<file path="config.mk">
export PLATFORM = sky130hd
export DESIGN_NAME = screen_writer
export DESIGN_NICKNAME = d
export VERILOG_FILES = /design/src/rtl/screen_writer.sv
export SDC_FILE = /design/constraint.sdc
export NUM_CORES = 1
export LEC_CHECK = 0
export BUFFER_PORTS_ARGS = -buffer_cell sky130_fd_sc_hd__buf_2
export CORE_ASPECT_RATIO = 1.75
export CORE_UTILIZATION = 47
export CTS_BUF_LIST = sky130_fd_sc_hd__clkbuf_8
export DETAILED_ROUTE_END_ITERATION = 10
export GPL_TIMING_DRIVEN = 0
export MAX_ROUTING_LAYER = met4
export PLACE_DENSITY = 0.79
export SYNTH_ARGS = -nofsm -noshare
export SYNTH_HDL_FRONTEND = slang
export SYNTH_SLANG_ARGS = --single-unit
export TNS_END_PERCENT = 100
</file>
<file path="constraint.sdc">
create_clock -name clk -period 2.22 [get_ports clk]
set_input_delay 0.666 -clock clk [delete_from_list [all_inputs] [get_ports clk]]
set_output_delay 0.666 -clock clk [all_outputs]
set_load 0.005 [all_outputs]
</file>
<file path="src/rtl/screen_writer.sv">
// Character-stream front end for the 80x25 text screen RAM: turns accepted bytes
// into single-cycle RAM writes and keeps a hardware cursor.
//
// state      | meaning
// -----------+------------------------------------------------------------
// ST_IDLE    | accepting bytes; clear_i or FF starts a full clear
// ST_CLR_ROW | writing FILL across row cursor_y, columns 0..COLS-1
// ST_CLR_ALL | writing FILL to every visible cell, row-major
module screen_writer #(
  parameter int         COLS = 80,
  parameter int         ROWS = 25,
  parameter logic [7:0] FILL = 8'h20
) (
  input  logic        clk,
  input  logic        rst,
  input  logic [7:0]  char_i,
  input  logic        valid_i,
  output logic        ready_o,
  input  logic        clear_i,
  output logic [11:0] wr_addr_o,
  output logic [7:0]  wr_data_o,
  output logic        wr_en_o,
  output logic [6:0]  cursor_x_o,
  output logic [4:0]  cursor_y_o,
  output logic        busy_o
);

  localparam logic [6:0] LP_LAST_COL = 7'(COLS - 1);
  localparam logic [4:0] LP_LAST_ROW = 5'(ROWS - 1);

  localparam logic [7:0] LP_CH_BS = 8'h08;
  localparam logic [7:0] LP_CH_LF = 8'h0A;
  localparam logic [7:0] LP_CH_FF = 8'h0C;
  localparam logic [7:0] LP_CH_CR = 8'h0D;

  typedef enum logic [1:0] {
    ST_IDLE    = 2'd0,
    ST_CLR_ROW = 2'd1,
    ST_CLR_ALL = 2'd2
  } state_t;

  state_t      r_state;
  logic [6:0]  r_cx;
  logic [4:0]  r_cy;
  logic [6:0]  r_clr_col;
  logic [4:0]  r_clr_row;
  logic        r_wr_en;
  logic [11:0] r_wr_addr;
  logic [7:0]  r_wr_data;

  state_t      w_state_nxt;
  logic [6:0]  w_cx_nxt;
  logic [4:0]  w_cy_nxt;
  logic [6:0]  w_clr_col_nxt;
  logic [4:0]  w_clr_row_nxt;
  logic        w_wr_en_nxt;
  logic [11:0] w_wr_addr_nxt;
  logic [7:0]  w_wr_data_nxt;

  logic        w_accept;
  logic        w_printable;
  logic [4:0]  w_cy_adv;
  logic [6:0]  w_cx_dec;

  assign ready_o     = (r_state == ST_IDLE) & ~clear_i;
  assign busy_o      = (r_state != ST_IDLE);
  assign w_accept    = ready_o & valid_i;
  assign w_printable = (char_i >= 8'h20) && (char_i <= 8'h7E);
  // Rows wrap instead of scrolling.
  assign w_cy_adv    = (r_cy == LP_LAST_ROW) ? 5'd0 : r_cy + 5'd1;
  assign w_cx_dec    = r_cx - 7'd1;

  always_comb begin
    w_state_nxt   = r_state;
    w_cx_nxt      = r_cx;
    w_cy_nxt      = r_cy;
    w_clr_col_nxt = r_clr_col;
    w_clr_row_nxt = r_clr_row;
    w_wr_en_nxt   = 1'b0;
    w_wr_addr_nxt = r_wr_addr;
    w_wr_data_nxt = r_wr_data;

    unique case (r_state)
      ST_IDLE: begin
        if (clear_i) begin
          w_state_nxt   = ST_CLR_ALL;
          w_cx_nxt      = 7'd0;
          w_cy_nxt      = 5'd0;
          w_clr_col_nxt = 7'd0;
          w_clr_row_nxt = 5'd0;
        end else if (w_accept) begin
          unique case (char_i)
            LP_CH_LF: begin
              w_cx_nxt      = 7'd0;
              w_cy_nxt      = w_cy_adv;
              w_clr_col_nxt = 7'd0;
              w_state_nxt   = ST_CLR_ROW;
            end
            LP_CH_CR: begin
              w_cx_nxt = 7'd0;
            end
            LP_CH_BS: begin
              if (r_cx != 7'd0) begin
                w_cx_nxt      = w_cx_dec;
                w_wr_en_nxt   = 1'b1;
                w_wr_addr_nxt = {r_cy, w_cx_dec};
                w_wr_data_nxt = FILL;
              end
            end
            LP_CH_FF: begin
              w_state_nxt   = ST_CLR_ALL;
              w_cx_nxt      = 7'd0;
              w_cy_nxt      = 5'd0;
              w_clr_col_nxt = 7'd0;
              w_clr_row_nxt = 5'd0;
            end
            default: begin
              if (w_printable) begin
                w_wr_en_nxt   = 1'b1;
                w_wr_addr_nxt = {r_cy, r_cx};
                w_wr_data_nxt = char_i;
                if (r_cx < LP_LAST_COL) begin
                  w_cx_nxt = r_cx + 7'd1;
                end else begin
                  w_cx_nxt      = 7'd0;
                  w_cy_nxt      = w_cy_adv;
                  w_clr_col_nxt = 7'd0;
                  w_state_nxt   = ST_CLR_ROW;
                end
              end
            end
          endcase
        end
      end

      ST_CLR_ROW: begin
        w_wr_en_nxt   = 1'b1;
        w_wr_addr_nxt = {r_cy, r_clr_col};
        w_wr_data_nxt = FILL;
        if (r_clr_col == LP_LAST_COL) begin
          w_state_nxt = ST_IDLE;
        end else begin
          w_clr_col_nxt = r_clr_col + 7'd1;
        end
      end

      ST_CLR_ALL: begin
        w_wr_en_nxt   = 1'b1;
        w_wr_addr_nxt = {r_clr_row, r_clr_col};
        w_wr_data_nxt = FILL;
        // Column counter wraps at COLS-1 so addresses with col >= COLS never appear.
        if (r_clr_col == LP_LAST_COL) begin
          w_clr_col_nxt = 7'd0;
          if (r_clr_row == LP_LAST_ROW) begin
            w_state_nxt = ST_IDLE;
          end else begin
            w_clr_row_nxt = r_clr_row + 5'd1;
          end
        end else begin
          w_clr_col_nxt = r_clr_col + 7'd1;
        end
      end

      default: begin
        w_state_nxt = ST_IDLE;
      end
    endcase
  end

  always_ff @(posedge clk or posedge rst) begin
    if (rst) begin
      r_state   <= ST_IDLE;
      r_cx      <= 7'd0;
      r_cy      <= 5'd0;
      r_clr_col <= 7'd0;
      r_clr_row <= 5'd0;
      r_wr_en   <= 1'b0;
      r_wr_addr <= 12'd0;
      r_wr_data <= 8'd0;
    end else begin
      r_state   <= w_state_nxt;
      r_cx      <= w_cx_nxt;
      r_cy      <= w_cy_nxt;
      r_clr_col <= w_clr_col_nxt;
      r_clr_row <= w_clr_row_nxt;
      r_wr_en   <= w_wr_en_nxt;
      r_wr_addr <= w_wr_addr_nxt;
      r_wr_data <= w_wr_data_nxt;
    end
  end

  assign wr_en_o    = r_wr_en;
  assign wr_addr_o  = r_wr_addr;
  assign wr_data_o  = r_wr_data;
  assign cursor_x_o = r_cx;
  assign cursor_y_o = r_cy;

endmodule

</file>
==> metrics.cfg <==
[floorplan]
die_area_mm2 = 0.00680
start_util_pct = 48.7
die_w_um = 62.8
io_pins = 47
die-height_um = 108
num_rows = 38
core-area_mm2 = 0.00623

[detailed_routing]
ant_nets = 0
via_count = 2960
vias_per_cell = 5.99
totalWireLength_um = 8620
dr.pass1.iters = 5
drc = 0
first_iter_violations = 218
wl_per_cell_um = 17.4

[synthesis]
synthMuxAreaShare_pct = 0
yosys_warnings = 0
synthCells = 343
synth_area_leader_cell = dfrtp_1
syn_avg_cell_area_um2 = 8.85
ys_seq_elements = 47
synth_top_family_by_area = simple AND/OR/NAND/NOR gates
synthArstFlopShare_pct = 100
synth-adder-area-share_pct = 4.95
synthXorXnorAreaFrac_pct = 2.60
seq_area_frac_synth_pct = 38.7
synth_ff_type = dfrtp_1
synth.most_common_cell = dfrtp_1
yosys.area_share.simple_pct = 23.5
synth_top_cell_area_share_pct = 38.7
synth_compound_area_share_pct = 22.9
ys_top_cells_by_count = 47 x dfrtp_1, 34 x nor2_1, 28 x a21oi_1, 28 x nand2_1, 24 x o21ai_0
synth_edf_count = 0
ys_types = 63
synth_area_leaders = dfrtp_1 39%, ha_1 4.9%, a21oi_1 4.6%
synth.cell_area_mm2 = 0.00304
syn-num-nets = 367

[final_layout]
drive_gt1_share_pct = 30.2
area_growth_pct = 25.1
nets = 437
diodes = 0

[timing]
max-slew-margin-rel_pct = 67.1
skew_ns = 0.0121
finalCriticalPeriod_ns = 2.14
max_freq_ghz = 0.467
hold_violations = 0
drv_slew = 0
timing.final.crit_share_pct = 96.4
layout_setup_ws_ns = 0.0802
worstMarginPinSlew_ns = 0.493
setup_viol_count_final = 0

[min_path]
holdCritPathClass = primary input to asynchronous set/reset pin

[outcome]
outcome = complete, no violations

[global_routing]
grt_use_total_pct = 26.5
grt_pass1_wl_um = 13500
grt_pass1_vias = 2804
antenna_found_initial = 0
grt_overflow = 0
grt_max_degree = 27

[clock_tree]
cts_inserted_buffers = 5
cts_root_buf = clkbuf_8
cts_sinks = 47
cts_tree = built
clockBufferDepth = 2
clk_pin_slew_ns = 0.10
insertion_delay_ns = 0.33
htree_levels = 2
ctsHoldBuffers = 0

[worst_setup_path]
rrSetupSlack_ns = 0.09
cp_top_family = flip-flops
cp.arrival_ns = 1.47
endpoint_kind = primary output
slowest_delay_ns = 0.44
rr_worst_depth = 8
worstReg2RegStart = cursor_x_o[1]
start_kind = register
critical_path.max_fanout = 6
cp_slowest_cell = dfrtp_1
path_class = register to primary output
worst-path-buf-inv = 3
crit_required_ns = 1.55
worstReg2RegEnd = cursor_x_o[2]
crit_chain = inv_2, ha_4, nand2b_1, inv_1, buf_2

[place]
portBuffers = 43
place_hpwl_um = 6010
dp_slack_ns = -0.456
gp_congestion = 0.939

[power_and_ir_drop]
power_density_mw_per_mm2 = 435
power.total_mw = 1.65
p_leak_nw = 1.80
max-vdd-ir-drop_uv = 360

[job]
cap_viol_max_count = 0

-- state kept, by name (all words and copies together), names as in the netlist --
name	cells
r_clr_col	7
r_state	2
cursor_y_o	5
wr_data_o	8
wr_addr_o	12
r_clr_row	5
wr_en_o	1
cursor_x_o	7
-- cell type report --
class | instances | area, um^2
sequential | 47 | 1180
timing repair buffer | 63 | 408
tap | 80 | 100
clock buffer | 5 | 68.8
inverter | 23 | 86.3
clock inverter | 3 | 43.8
fill | 537 | 2430
buffer | 18 | 138
multi-input combinational | 255 | 1770
-- report_power, final --
group | leakage (nW) | internal, mW | switching [mW]
registers | 0.608 | 0.860 | 0.00665
logic | 1.13 | 0.0421 | 0.0745
clock network | 0.0581 | 0.336 | 0.334
-- layer usage --
layer | track usage, % | part of all wire [%] | vias to the layer above
met5 | - | 0 | -
met3 | 3.48 | 4.1 | 38
met2 | 47.7 | 55 | 115
met4 | 15.0 | 5.0 | 0
li1 | - | - | 1383
met1 | 27.4 | 36 | 1424
-- through the flow --
stage | utilization (%) | hold WS, ns | cells | TNS [ns] | instance area [um^2]
2_1_floorplan | - | 0.459 | 343 | 0 | 3040
3_3_place_gp | 53.8 | 0.471 | 466 | -19.85 | 3350
3_5_place_dp | 54.1 | 0.489 | 467 | -14.35 | 3370
4_1_cts | 57.6 | 0.373 | 483 | 0 | 3590
5_1_grt | 60.9 | 0.392 | 494 | -0.198 | 3800
6_report | 60.9 | 0.345 | 494 | 0 | 3800
-- logic make-up (layout without fill, tap and decap cells) --
family	after synthesis	count (layout)
AOI/OAI and AO/OA	103	103
and+or+nand+nor	131	131
xor gates and xnor gates	9	9
adders and majority gates	12	12
DFF	47	47
buffers and inverters	41	112
-- what timing repair did --
item / 4_1_cts / 5_1_grt
gates cloned: 1 / 1
buffers inserted: 7 / 10
pin swaps: 4 / 9
setup endpoints to repair: 35 / 43
resized for setup: 13 / 30
-- cell usage in the layout, fill, tap and decap left out, types with 3 or more instances in the layout --
| cell type | netlist | final |
|---|---|---|
| o21ai_0 | 24 | 19 |
| nand2b_1 | 6 | 6 |
| a31o_2 | 4 | 4 |
| xnor2_1 | 4 | 4 |
| and3_1 | 4 | 4 |
| buf_6 | 3 | 5 |
| inv_2 | 0 | 3 |
| xor2_1 | 5 | 5 |
| buf_4 | 3 | 20 |
| nor4b_2 | 1 | 3 |
| clkbuf_8 | 0 | 5 |
| nor2_1 | 34 | 32 |
| o21ai_1 | 2 | 5 |
| clkbuf_1 | 4 | 3 |
| a32oi_1 | 5 | 5 |
| nor2b_1 | 4 | 4 |
| a21oi_1 | 28 | 27 |
| nand4_1 | 7 | 7 |
| nor3_1 | 5 | 5 |
| nand3b_1 | 4 | 4 |
| nand3_1 | 12 | 12 |
| o21ai_2 | 2 | 3 |
| buf_2 | 6 | 47 |
| a31oi_1 | 3 | 3 |
| nand2_1 | 28 | 28 |
| ha_1 | 12 | 10 |
| dfrtp_1 | 47 | 45 |
| and4_1 | 4 | 3 |
| inv_1 | 23 | 20 |
| a22oi_1 | 3 | 3 |
| a41o_1 | 3 | 3 |
| o31ai_1 | 5 | 3 |
-- how the worst max path moves through the flow --
stage	from	to	slack, ns	depth (start not counted)
finish	r_state[0]	ready_o	0.08	5
global route	char_i[4]	r_clr_col[6]	-0.06	10
CTS	char_i[5]	r_clr_col[3]	0.0009	10
detailed placement	char_i[7]	wr_addr_o[3]	-0.46	9
global placement	char_i[7]	cursor_x_o[2]	-0.45	7
floorplan	char_i[0]	r_clr_col[6]	0.01	8
No activity file was read; power rests on OpenSTA's default activity.
